`config.mk`:
```
export PLATFORM = sky130hd
export DESIGN_NAME = image_loader
export DESIGN_NICKNAME = d
export VERILOG_FILES = /design/src/rtl/image_loader_pkg.sv /design/src/rtl/image_loader_argmax.sv /design/src/rtl/image_loader.sv
export SDC_FILE = /design/constraint.sdc
export NUM_CORES = 1
export LEC_CHECK = 0
export ABC_AREA = 1
export CAP_MARGIN = 15
export CORE_ASPECT_RATIO = 0.7
export CORE_MARGIN = 2
export CORE_UTILIZATION = 53
export DETAILED_ROUTE_END_ITERATION = 16
export HOLD_SLACK_MARGIN = 0.02
export PLACE_DENSITY = 0.81
export REMOVE_ABC_BUFFERS = 1
export SYNTH_ARGS = -nofsm -noshare
export SYNTH_HDL_FRONTEND = slang
export SYNTH_SLANG_ARGS = --single-unit
```
`constraint.sdc`:
```
create_clock -name i_clk -period 9.6 [get_ports i_clk]
set_input_delay 1.44 -clock i_clk [delete_from_list [all_inputs] [get_ports i_clk]]
set_output_delay 1.44 -clock i_clk [all_outputs]
set_load 0.01 [all_outputs]
```
`src/rtl/image_loader_pkg.sv`:
```
// Shared constants, loader state encoding and the pixel-to-fixed-point helper
// used by the image loader, its argmax unit and anything that decodes loader state.
package image_loader_pkg;

   localparam int NUM_PIXELS  = 784;
   localparam int NUM_CLASSES = 10;
   localparam int FRAC_BITS   = 12;

   localparam int PIX_W   = 8;
   localparam int DATA_W  = 16;
   localparam int ADDR_W  = 10;
   localparam int IDX_W   = 10;
   localparam int CLASS_W = 4;

   // Base of the INPUT region in the network's shared input/output RAM.
   localparam logic [ADDR_W-1:0] INPUT_ADDR = 10'd32;

   typedef enum logic [2:0] {
      S_IDLE,
      S_LOAD,
      S_KICK,
      S_WAIT_LO,
      S_WAIT_HI,
      S_SCAN,
      S_DONE
   } loader_state_t;

   function automatic logic [DATA_W-1:0] pixel_to_fixed(input logic [PIX_W-1:0] pix);
      return {{(DATA_W-PIX_W){1'b0}}, pix} << (FRAC_BITS - PIX_W);
   endfunction

endpackage

```
`src/rtl/image_loader_argmax.sv`:
```
// Sequential signed argmax: captures the probability vector on i_start, then
// compares one class per cycle and pulses o_done with the winning index.
module argmax_seq
   import image_loader_pkg::*;
(
   input  logic                            i_clk,
   input  logic                            i_reset,
   input  logic                            i_start,
   input  logic [DATA_W*NUM_CLASSES-1:0]   i_vec,
   output logic                            o_done,
   output logic [CLASS_W-1:0]              o_index
);

   logic signed [DATA_W-1:0] r_vec [NUM_CLASSES];
   logic signed [DATA_W-1:0] r_best;
   logic [CLASS_W-1:0]       r_best_idx;
   logic [CLASS_W-1:0]       r_idx;
   logic [CLASS_W-1:0]       r_index;
   logic                     r_active;
   logic                     r_done;
   logic                     w_greater;

   // Strictly greater keeps the earliest index on ties.
   assign w_greater = r_vec[r_idx] > r_best;

   always_ff @(posedge i_clk or posedge i_reset) begin
      if (i_reset) begin
         for (int i = 0; i < NUM_CLASSES; i++) r_vec[i] <= '0;
         r_best     <= '0;
         r_best_idx <= '0;
         r_idx      <= '0;
         r_index    <= '0;
         r_active   <= 1'b0;
         r_done     <= 1'b0;
      end else begin
         r_done <= 1'b0;
         if (i_start) begin
            for (int i = 0; i < NUM_CLASSES; i++) r_vec[i] <= i_vec[DATA_W*i +: DATA_W];
            r_best     <= i_vec[DATA_W-1:0];
            r_best_idx <= '0;
            r_idx      <= CLASS_W'(1);
            r_active   <= 1'b1;
         end else if (r_active) begin
            if (w_greater) begin
               r_best     <= r_vec[r_idx];
               r_best_idx <= r_idx;
            end
            if (r_idx == CLASS_W'(NUM_CLASSES-1)) begin
               r_active <= 1'b0;
               r_done   <= 1'b1;
               r_index  <= w_greater ? r_idx : r_best_idx;
            end else begin
               r_idx <= r_idx + 1'b1;
            end
         end
      end
   end

   assign o_done  = r_done;
   assign o_index = r_index;

endmodule

```
`src/rtl/image_loader.sv`:
```
// Loads one image into the network's INPUT region, kicks the network, waits for a
// fresh result and reports the argmax class. Owns the RAM write port while busy.
module image_loader
   import image_loader_pkg::*;
(
   input  logic                            i_clk,
   input  logic                            i_reset,
   input  logic                            i_start,
   input  logic                            i_pixel_valid,
   input  logic [PIX_W-1:0]                i_pixel_data,
   output logic                            o_pixel_ready,
   output logic                            o_wren,
   output logic [ADDR_W-1:0]               o_address,
   output logic [DATA_W-1:0]               o_d,
   output logic                            o_compute,
   input  logic                            i_r,
   input  logic [DATA_W*NUM_CLASSES-1:0]   i_probability,
   output logic                            o_busy,
   output logic                            o_done,
   output logic [CLASS_W-1:0]              o_class,
   output loader_state_t                   o_state
);

   localparam logic [IDX_W-1:0] IDX_LAST = IDX_W'(NUM_PIXELS-1);

   // Handshake: a pixel moves when i_pixel_valid and o_pixel_ready are both high
   // at a rising edge; o_pixel_ready is only ever high in LOAD.
   loader_state_t       r_state;
   logic [IDX_W-1:0]    r_index;
   logic                r_pixel_ready;
   logic                r_wren;
   logic [ADDR_W-1:0]   r_address;
   logic [DATA_W-1:0]   r_d;
   logic                r_compute;
   logic                r_busy;
   logic                r_done;
   logic [CLASS_W-1:0]  r_class;

   logic                w_handshake;
   logic                w_scan_start;
   logic                w_argmax_done;
   logic [CLASS_W-1:0]  w_argmax_index;

   assign w_handshake  = i_pixel_valid & r_pixel_ready;
   assign w_scan_start = (r_state == S_WAIT_HI) & i_r;

   argmax_seq u_argmax (
      .i_clk   (i_clk),
      .i_reset (i_reset),
      .i_start (w_scan_start),
      .i_vec   (i_probability),
      .o_done  (w_argmax_done),
      .o_index (w_argmax_index)
   );

   always_ff @(posedge i_clk or posedge i_reset) begin
      if (i_reset) begin
         r_state       <= S_IDLE;
         r_index       <= '0;
         r_pixel_ready <= 1'b0;
         r_wren        <= 1'b0;
         r_address     <= '0;
         r_d           <= '0;
         r_compute     <= 1'b0;
         r_busy        <= 1'b0;
         r_done        <= 1'b0;
         r_class       <= '0;
      end else begin
         r_wren    <= 1'b0;
         r_compute <= 1'b0;
         case (r_state)
            S_IDLE, S_DONE: begin
               if (i_start) begin
                  r_state       <= S_LOAD;
                  r_index       <= '0;
                  r_pixel_ready <= 1'b1;
                  r_busy        <= 1'b1;
                  r_done        <= 1'b0;
               end
            end
            S_LOAD: begin
               if (w_handshake) begin
                  r_wren    <= 1'b1;
                  r_address <= INPUT_ADDR + r_index;
                  r_d       <= pixel_to_fixed(i_pixel_data);
                  r_index   <= r_index + 1'b1;
                  if (r_index == IDX_LAST) begin
                     r_state       <= S_KICK;
                     r_pixel_ready <= 1'b0;
                  end
               end
            end
            S_KICK: begin
               r_compute <= 1'b1;
               r_state   <= S_WAIT_LO;
            end
            // R must be seen low first so a result left over from the last image is not reused.
            S_WAIT_LO: if (!i_r) r_state <= S_WAIT_HI;
            S_WAIT_HI: if (i_r)  r_state <= S_SCAN;
            S_SCAN: begin
               if (w_argmax_done) begin
                  r_state <= S_DONE;
                  r_class <= w_argmax_index;
                  r_done  <= 1'b1;
                  r_busy  <= 1'b0;
               end
            end
            default: r_state <= S_IDLE;
         endcase
      end
   end

   assign o_pixel_ready = r_pixel_ready;
   assign o_wren        = r_wren;
   assign o_address     = r_address;
   assign o_d           = r_d;
   assign o_compute     = r_compute;
   assign o_busy        = r_busy;
   assign o_done        = r_done;
   assign o_class       = r_class;
   assign o_state       = r_state;

endmodule
```
==> results.py, run 1 <==
metrics = {
    "global_route": {
        "grt_first_pass_wirelength_um": 46500,
        "track_usage": 0.256,
        "gr-total-overflow": 0,
        "grt_pass1_vias": 9476,
        "antenna_found_initial": 0,
        "grt_start_max_net_pins": 113,
    },
    "final_layout": {
        "finalNetCount": 1795,
        "drive_gt1_frac": 0.0396,
        "diodes": 0,
        "postLayoutCellArea_um2": 13900,
        "area_delta_synth_final_pct": 24.5,
    },
    "placed_design": {
        "finalWeightedCongestion": 0.881,
        "io_buffers": 202,
        "dp_hpwl_um": 18300,
        "placed_cell_area_um2": 13200,
    },
    "hold_path": {
        "worstHoldPathCells": 2,
        "hold_path_startpoint": "u_argmax.r_vec[150]",
        "hold-path-endpoint": "u_argmax.r_vec[150]",
        "min_path_type": "reg2reg",
    },
    "critical_path": {
        "worstPathCellList": "clkdlybuf4s50_1, inv_1, nor3_4, buf_4, inv_4, buf_4, nand2_2, inv_1, nand2_1, nand2_1",
        "rr_endpoint": "u_argmax.r_best[11]",
        "r2r_setup_slack_ns": 5.36,
        "crit_path_top_delay_cell": "buf_4",
        "worstSetupStartpointType": "primary input",
        "criticalPathCategory": "in2reg",
        "max_stage_delay_ns": 0.90,
        "rr_worst_depth": 13,
        "critPathMaxFanout": 112,
        "r2r_start": "u_argmax.r_idx[2]",
        "critPathBufInv": 6,
        "critPathRequiredTime_ns": 10.05,
        "crit_family": "buffers and inverters",
        "end_kind": "flip-flop",
        "arrival_ns": 4.75,
    },
    "yosys": {
        "ys_ff_latch": 230,
        "ys_types": 37,
        "avgSynthCellArea_um2": 7.76,
        "synth_seq_area_share": 0.514,
        "ys.flop_type": "dfrtp_1",
        "yosys.area.top_type": "dfrtp_1",
        "synthTopCellsByArea": "dfrtp_1 (51%), nand2_1 (21%), o21ai_0 (5.1%), nand3_1 (3.6%), inv_1 (3.6%)",
        "synth-async-reset-ratio": 1.00,
        "synth_cells": 1443,
        "synth_edf_count": 0,
        "ys_warn_count": 0,
        "yosysMostFrequentCell": "nand2_1",
        "synth_top_area_share": 0.514,
        "syn_area_um2": 11200,
        "synth_commonest_cells": "nand2_1 (639), dfrtp_1 (230), o21ai_0 (114)",
    },
    "die": {
        "fp.dieArea_um2": 22300,
        "die_h_um": 126,
        "core-area_um2": 20700,
        "rows": 44,
        "die_x_um": 178,
        "io_pins": 211,
        "start_util": 0.541,
    },
    "sta": {
        "period_needed_ns": 4.30,
        "rsz0062_at_grt": "false",
        "finalSetupViolCount": 0,
        "slew_headroom": 0.237,
        "fin_worst_skew_ns": 0.0180,
        "drv_slew": 0,
        "fmax_mhz": 233,
        "hold_ws_ns": 0.468,
        "period_share": 0.448,
        "tns_ns": 0,
        "hold_viol_final": 0,
        "worst_slew_pin_slew_ns": 1.14,
    },
    "power_and_ir_drop": {
        "powerDensity_nw_per_um2": 314,
        "p_leak_nw": 7.00,
        "total_power_mw": 4.38,
        "peakVddDrop_v": 0.000259,
    },
    "cts": {
        "insertion_delay_ns": 0.51,
        "cts.sink_count": 230,
        "post_cts_resized": 0,
        "cts_setup_buffers": 0,
        "clkTransAtPathRegs_ns": 0.07,
        "cts-root-buf": "clkbuf_16",
        "clock_path_buffers": 3,
        "cts_inserted_buffers": 23,
        "ctsHoldBuffers": 0,
        "htreeDepth": 1,
        "cts_tree": "yes",
    },
    "run_status": {
        "status": "finished clean",
    },
    "detailed_routing": {
        "final_antenna_net_count": 0,
        "drt-total-wl_um": 28300,
        "first_iter_violations": 1034,
        "wl_per_cell_um": 14.9,
        "drc_errors": 0,
        "vias": 9886,
        "first_pass_iters": 5,
        "via_per_inst": 5.23,
    },
    "run": {
        "maxCapViolCount": 0,
    },
}
## flip-flops by register name (all words and copies together), names as in the netlist, 3 cells and up
register and flops:
o_address 10, o_class 4, o_d 8, o_state 3, r_index 10, u_argmax.o_index 4
u_argmax.r_best 16, u_argmax.r_best_idx 4, u_argmax.r_idx 4, u_argmax.r_vec 160
## cells by family after synthesis
logic type,share of synthesized area
flops,0.514
compound gates,0.102
other cells,0.000335
fa+ha+maj,0.0235
simple gates,0.284
xor+xnor,0.00157
buf+inv,0.0749
## cell usage in the layout, fill, tap and decap left out, drive strengths merged
| cell | count |
|---|---|
| a21o | 1 |
| o311ai | 1 |
| xor2 | 2 |
| o211ai | 33 |
| a31oi | 2 |
| buf | 9 |
| inv | 108 |
| o22ai | 2 |
| or2 | 1 |
| a22oi | 2 |
| ha | 21 |
| a21oi | 45 |
| conb | 8 |
| clkdlybuf4s50 | 202 |
| nand2 | 644 |
| nand3 | 85 |
| o31ai | 1 |
| nor2 | 41 |
| dfrtp | 230 |
| clkbuf | 36 |
| clkinv | 5 |
| nand4 | 9 |
| nor4 | 1 |
| o21ai | 116 |
| nor3 | 9 |
| a211oi | 1 |
| o21bai | 1 |
## stage by stage
stage / instances / utilization / setup slack (ns)
final: 1892 / 0.673 / 5.30
after global routing: 1892 / 0.673 / 4.96
after CTS: 1892 / 0.673 / 5.25
after detailed placement: 1852 / 0.640 / 4.74
after global placement: 1852 / 0.640 / 4.83
after floorplan: 1365 / - / 1.59
## layout make-up
type                            instances  area, µm²
Clock inverter                          4       20.0
Clock buffer                           36        674
Fill cell                            1699       6760
Tap cell                              276        345
Multi-Input combinational cell       1026       4630
Inverter                              109        419
Sequential cell                       230       5760
Timing Repair Buffer                  211       2090
## worst reg2reg max path: cells and delay by family, from the launching register on
family / cells / cell delay (ns)
simple gates: 7 / 1.22
flops: 1 / 1.09
buf+inv: 1 / 0.77
compound gates: 4 / 0.73
fa+ha+maj: 1 / 0.30
## how the worst max path moves through the flow
stage / from / endpoint / depth (start not counted)
after floorplan: i_r / u_argmax.r_idx[3] / 7
after global placement: i_r / u_argmax.r_best_idx[3] / 10
after detailed placement: i_r / u_argmax.r_best_idx[3] / 10
after CTS: i_r / u_argmax.r_best_idx[3] / 10
after global routing: i_r / u_argmax.r_idx[3] / 10
final: i_r / u_argmax.r_best_idx[3] / 10
## routing by layer
| layer | share of wire | routed length (µm) | vias up | track usage |
|---|---|---|---|---|
| li1 | - | - | 4873 | - |
| met1 | 0.48 | 13600 | 4599 | 0.392 |
| met2 | 0.43 | 12200 | 374 | 0.384 |
| met3 | 0.071 | 2020 | 40 | 0.0386 |
| met4 | 0.017 | 488 | 0 | 0.0598 |
| met5 | 0 | 0 | - | 0 |
## power by group
group | leakage [nW] | switching [mW] | internal (mW)
registers | 2.88 | 0.252 | 1.38
logic | 3.77 | 1.21 | 0.690
clock network | 0.344 | 0.364 | 0.480
Note: power is estimated with default switching activity, not from simulation.
==> inputs of run 2 (changes only) <==
--- a/config.mk
+++ b/config.mk
@@ -9,10 +9,10 @@
 export CAP_MARGIN = 15
 export CORE_ASPECT_RATIO = 0.7
 export CORE_MARGIN = 2
-export CORE_UTILIZATION = 53
+export CORE_UTILIZATION = 48
 export DETAILED_ROUTE_END_ITERATION = 16
 export HOLD_SLACK_MARGIN = 0.02
-export PLACE_DENSITY = 0.81
+export PLACE_DENSITY = 0.77
 export REMOVE_ABC_BUFFERS = 1
 export SYNTH_ARGS = -nofsm -noshare
 export SYNTH_HDL_FRONTEND = slang
==> constraint.sdc (replaced) <==
create_clock -name i_clk -period 3.5 [get_ports i_clk]
set_input_delay 0.525 -clock i_clk [delete_from_list [all_inputs] [get_ports i_clk]]
set_output_delay 0.525 -clock i_clk [all_outputs]
set_load 0.01 [all_outputs]
==> run 2 against run 1 <==
Net effect: hold slack about the same; clock power increased to 3.2 times the previous value; critical endpoint is now u_argmax.r_best[3]; largest cell class unchanged; flip-flop and latch count is the same; die area rose by 10%; global-route usage shrank 1.6 points; count of clock-buffer cells in the layout decreased by 3.
==> results.py, run 2 (synthesized netlist as in run 1, its figures left out) <==
metrics = {
    "run_status": {
        "status": "finished clean",
    },
    "critical_path": {
        "max_stage_delay_ns": 0.56,
        "worstSetupStartpointType": "flip-flop",
        "critPathMaxFanout": 74,
        "criticalPathCategory": "reg2reg",
        "critPathRequiredTime_ns": 3.91,
        "r2r_setup_slack_ns": 0.24,
        "rr_endpoint": "u_argmax.r_best[3]",
        "crit_top_cell": "nand2_1",
        "crit_path_top_delay_cell": "dfrtp_4",
        "r2r_start": "u_argmax.r_idx[0]",
        "rr_worst_depth": 15,
        "arrival_ns": 3.67,
        "end_kind": "flip-flop",
        "worstPathCellList": "buf_12, o21ai_0, o211ai_1, nand3_1, nand2_1, ha_1, nand4_1, nor3_2, nand2_1, nand2_1, nand2_2, nand3_2, nand2_2, nand3_1, nand2_1",
    },
    "hold_path": {
        "hold-path-endpoint": "u_argmax.r_vec[62]",
        "worstHoldPathCells": 2,
        "hold_path_startpoint": "u_argmax.r_vec[62]",
        "min_path_type": "reg2reg",
    },
    "global_route": {
        "grt_util_met2": 0.346,
        "track_usage": 0.240,
        "antenna_found_initial": 0,
        "grt_pass1_vias": 9504,
        "use_met1": 0.378,
        "gr-usage-met3": 0.0413,
        "grt_first_pass_wirelength_um": 49000,
        "grt_start_max_net_pins": 118,
        "busiest_layer": "met1",
        "gr-total-overflow": 0,
    },
    "sta": {
        "period_needed_ns": 3.26,
        "period_share": 0.932,
        "fin_worst_skew_ns": 0.0157,
        "finalSetupViolCount": 0,
        "slew_headroom": 0.556,
        "rsz0062_at_grt": "false",
        "hold_viol_final": 0,
        "tns_ns": 0,
        "worst_slew_pin_slew_ns": 0.666,
        "drv_slew": 0,
        "fmax_mhz": 307,
    },
    "cts": {
        "cts-root-buf": "clkbuf_16",
        "htreeDepth": 1,
        "clock_path_buffers": 3,
        "cts_tree": "yes",
        "insertion_delay_ns": 0.52,
        "cts_setup_buffers": 0,
        "clkTransAtPathRegs_ns": 0.07,
        "cts.sink_count": 230,
        "cts_inserted_buffers": 24,
    },
    "die": {
        "io_pins": 211,
        "start_util": 0.491,
        "fp.dieArea_um2": 24600,
        "rows": 46,
        "core-area_um2": 22800,
        "die_x_um": 187,
        "die_h_um": 132,
    },
    "detailed_routing": {
        "via_per_inst": 5.13,
        "vias": 9979,
        "drt-total-wl_um": 29300,
        "first_pass_iters": 5,
        "wl_per_cell_um": 15.0,
        "first_iter_violations": 936,
        "final_antenna_net_count": 0,
        "drc_errors": 0,
    },
    "final_layout": {
        "finalNetCount": 1810,
        "drive_gt1_frac": 0.0551,
        "fill_cells": 1980,
        "mostFrequentLayoutCell": "nand2_1",
        "reg_top3": "u_argmax.r_vec x160, u_argmax.r_best x16",
        "postLayoutCellArea_um2": 14400,
        "top_register": "u_argmax.r_vec",
        "largest_reg_flops": 160,
        "mostFrequentLayoutCells": "nand2_1 (639), dfrtp_1 (228), clkdlybuf4s50_1 (202)",
        "diodes": 0,
        "area_delta_synth_final_pct": 28.2,
    },
    "placed_design": {
        "placed_cell_area_um2": 13500,
        "io_buffers": 202,
        "dp_hpwl_um": 20300,
        "finalWeightedCongestion": 0.893,
    },
    "power_and_ir_drop": {
        "power.switching_mw": 5.11,
        "peakVddDrop_v": 0.000423,
        "powerDensity_nw_per_um2": 876,
        "p_int_mw": 7.46,
        "p_leak_nw": 7.18,
        "pwr-share-comb": 0.430,
        "p_sw_frac": 0.407,
        "p_seq_frac": 0.354,
        "clock_power_share": 0.216,
    },
    "run": {
        "maxCapViolCount": 0,
    },
}
## run 2: cell count changes in the layout (fill, tap and decap cells not counted), sizes merged
| cell | delta |
|---|---|
| buf | +14 |
| bufinv | +3 |
| clkbuf | -3 |
| clkinv | +2 |
| clkinvlp | +1 |
| inv | +1 |
## run 2: stage by stage
step                      cells  setup WS (ns)   util  hold slack [ns]  power [mW]
after floorplan            1365          -3.64      -            0.437        7.92
after global placement     1902          0.417  0.592            0.448        9.56
after detailed placement   1902          0.341  0.592            0.454        9.77
after CTS                  1946          0.345  0.629            0.469        12.5
after global routing       1946         0.0176  0.630            0.486        13.6
final                      1946          0.239  0.630            0.468        12.6
## run 2: worst max-delay path by stage
stage / from / to / slack, ns / cells past startpoint
after floorplan: o_state[1] / u_argmax.r_idx[3] / -3.64 / 8
after global placement: u_argmax.r_idx[0] / u_argmax.r_best[9] / 0.42 / 16
after detailed placement: u_argmax.r_idx[0] / u_argmax.r_best[3] / 0.34 / 16
after CTS: u_argmax.r_idx[0] / u_argmax.r_best[3] / 0.34 / 16
after global routing: u_argmax.r_idx[0] / u_argmax.r_best[8] / 0.02 / 15
final: u_argmax.r_idx[0] / u_argmax.r_best[3] / 0.24 / 15
## run 2: repair_timing
item / in CTS / in global routing
hold buffers: 0 / 0
resized for setup: 0 / 3
hold endpoints to repair: 0 / 0
endpoints found under the setup margin: 0 / 4
## run 2: power groups by stage
stage / Clock, mW / Combinational [mW] / Sequential [mW]
final: 2.72 / 5.41 / 4.45
after global routing: 2.86 / 6.20 / 4.57
after CTS: 2.76 / 5.36 / 4.43
after detailed placement: 0 / 5.31 / 4.46
after global placement: 0 / 5.13 / 4.43
after floorplan: 0 / 3.43 / 4.50
## run 2: layout make-up
type / instances / area, µm² / share of cell area
sequential: 230 / 5760 / 0.401
multi-input combinational: 1026 / 4640 / 0.324
timing repair buffer: 225 / 2280 / 0.159
clock buffer: 33 / 716 / 0.0499
inverter: 109 / 423 / 0.0295
tap: 312 / 390 / 0.0272
clock inverter: 11 / 134 / 0.00933
## run 2: metal layers
layer	part of all wire	up-vias
met3	0.070	38
met2	0.42	361
met4	0.015	0
met5	0	-
met1	0.50	4662
li1	-	4918
## run 2: critical path, delay by kind of cell, from the launching register on
family,cells,cell delay [ns]
fa+ha+maj,1,0.30
buf+inv,1,0.22
flops,1,0.56
simple gates,11,1.51
compound gates,2,0.50
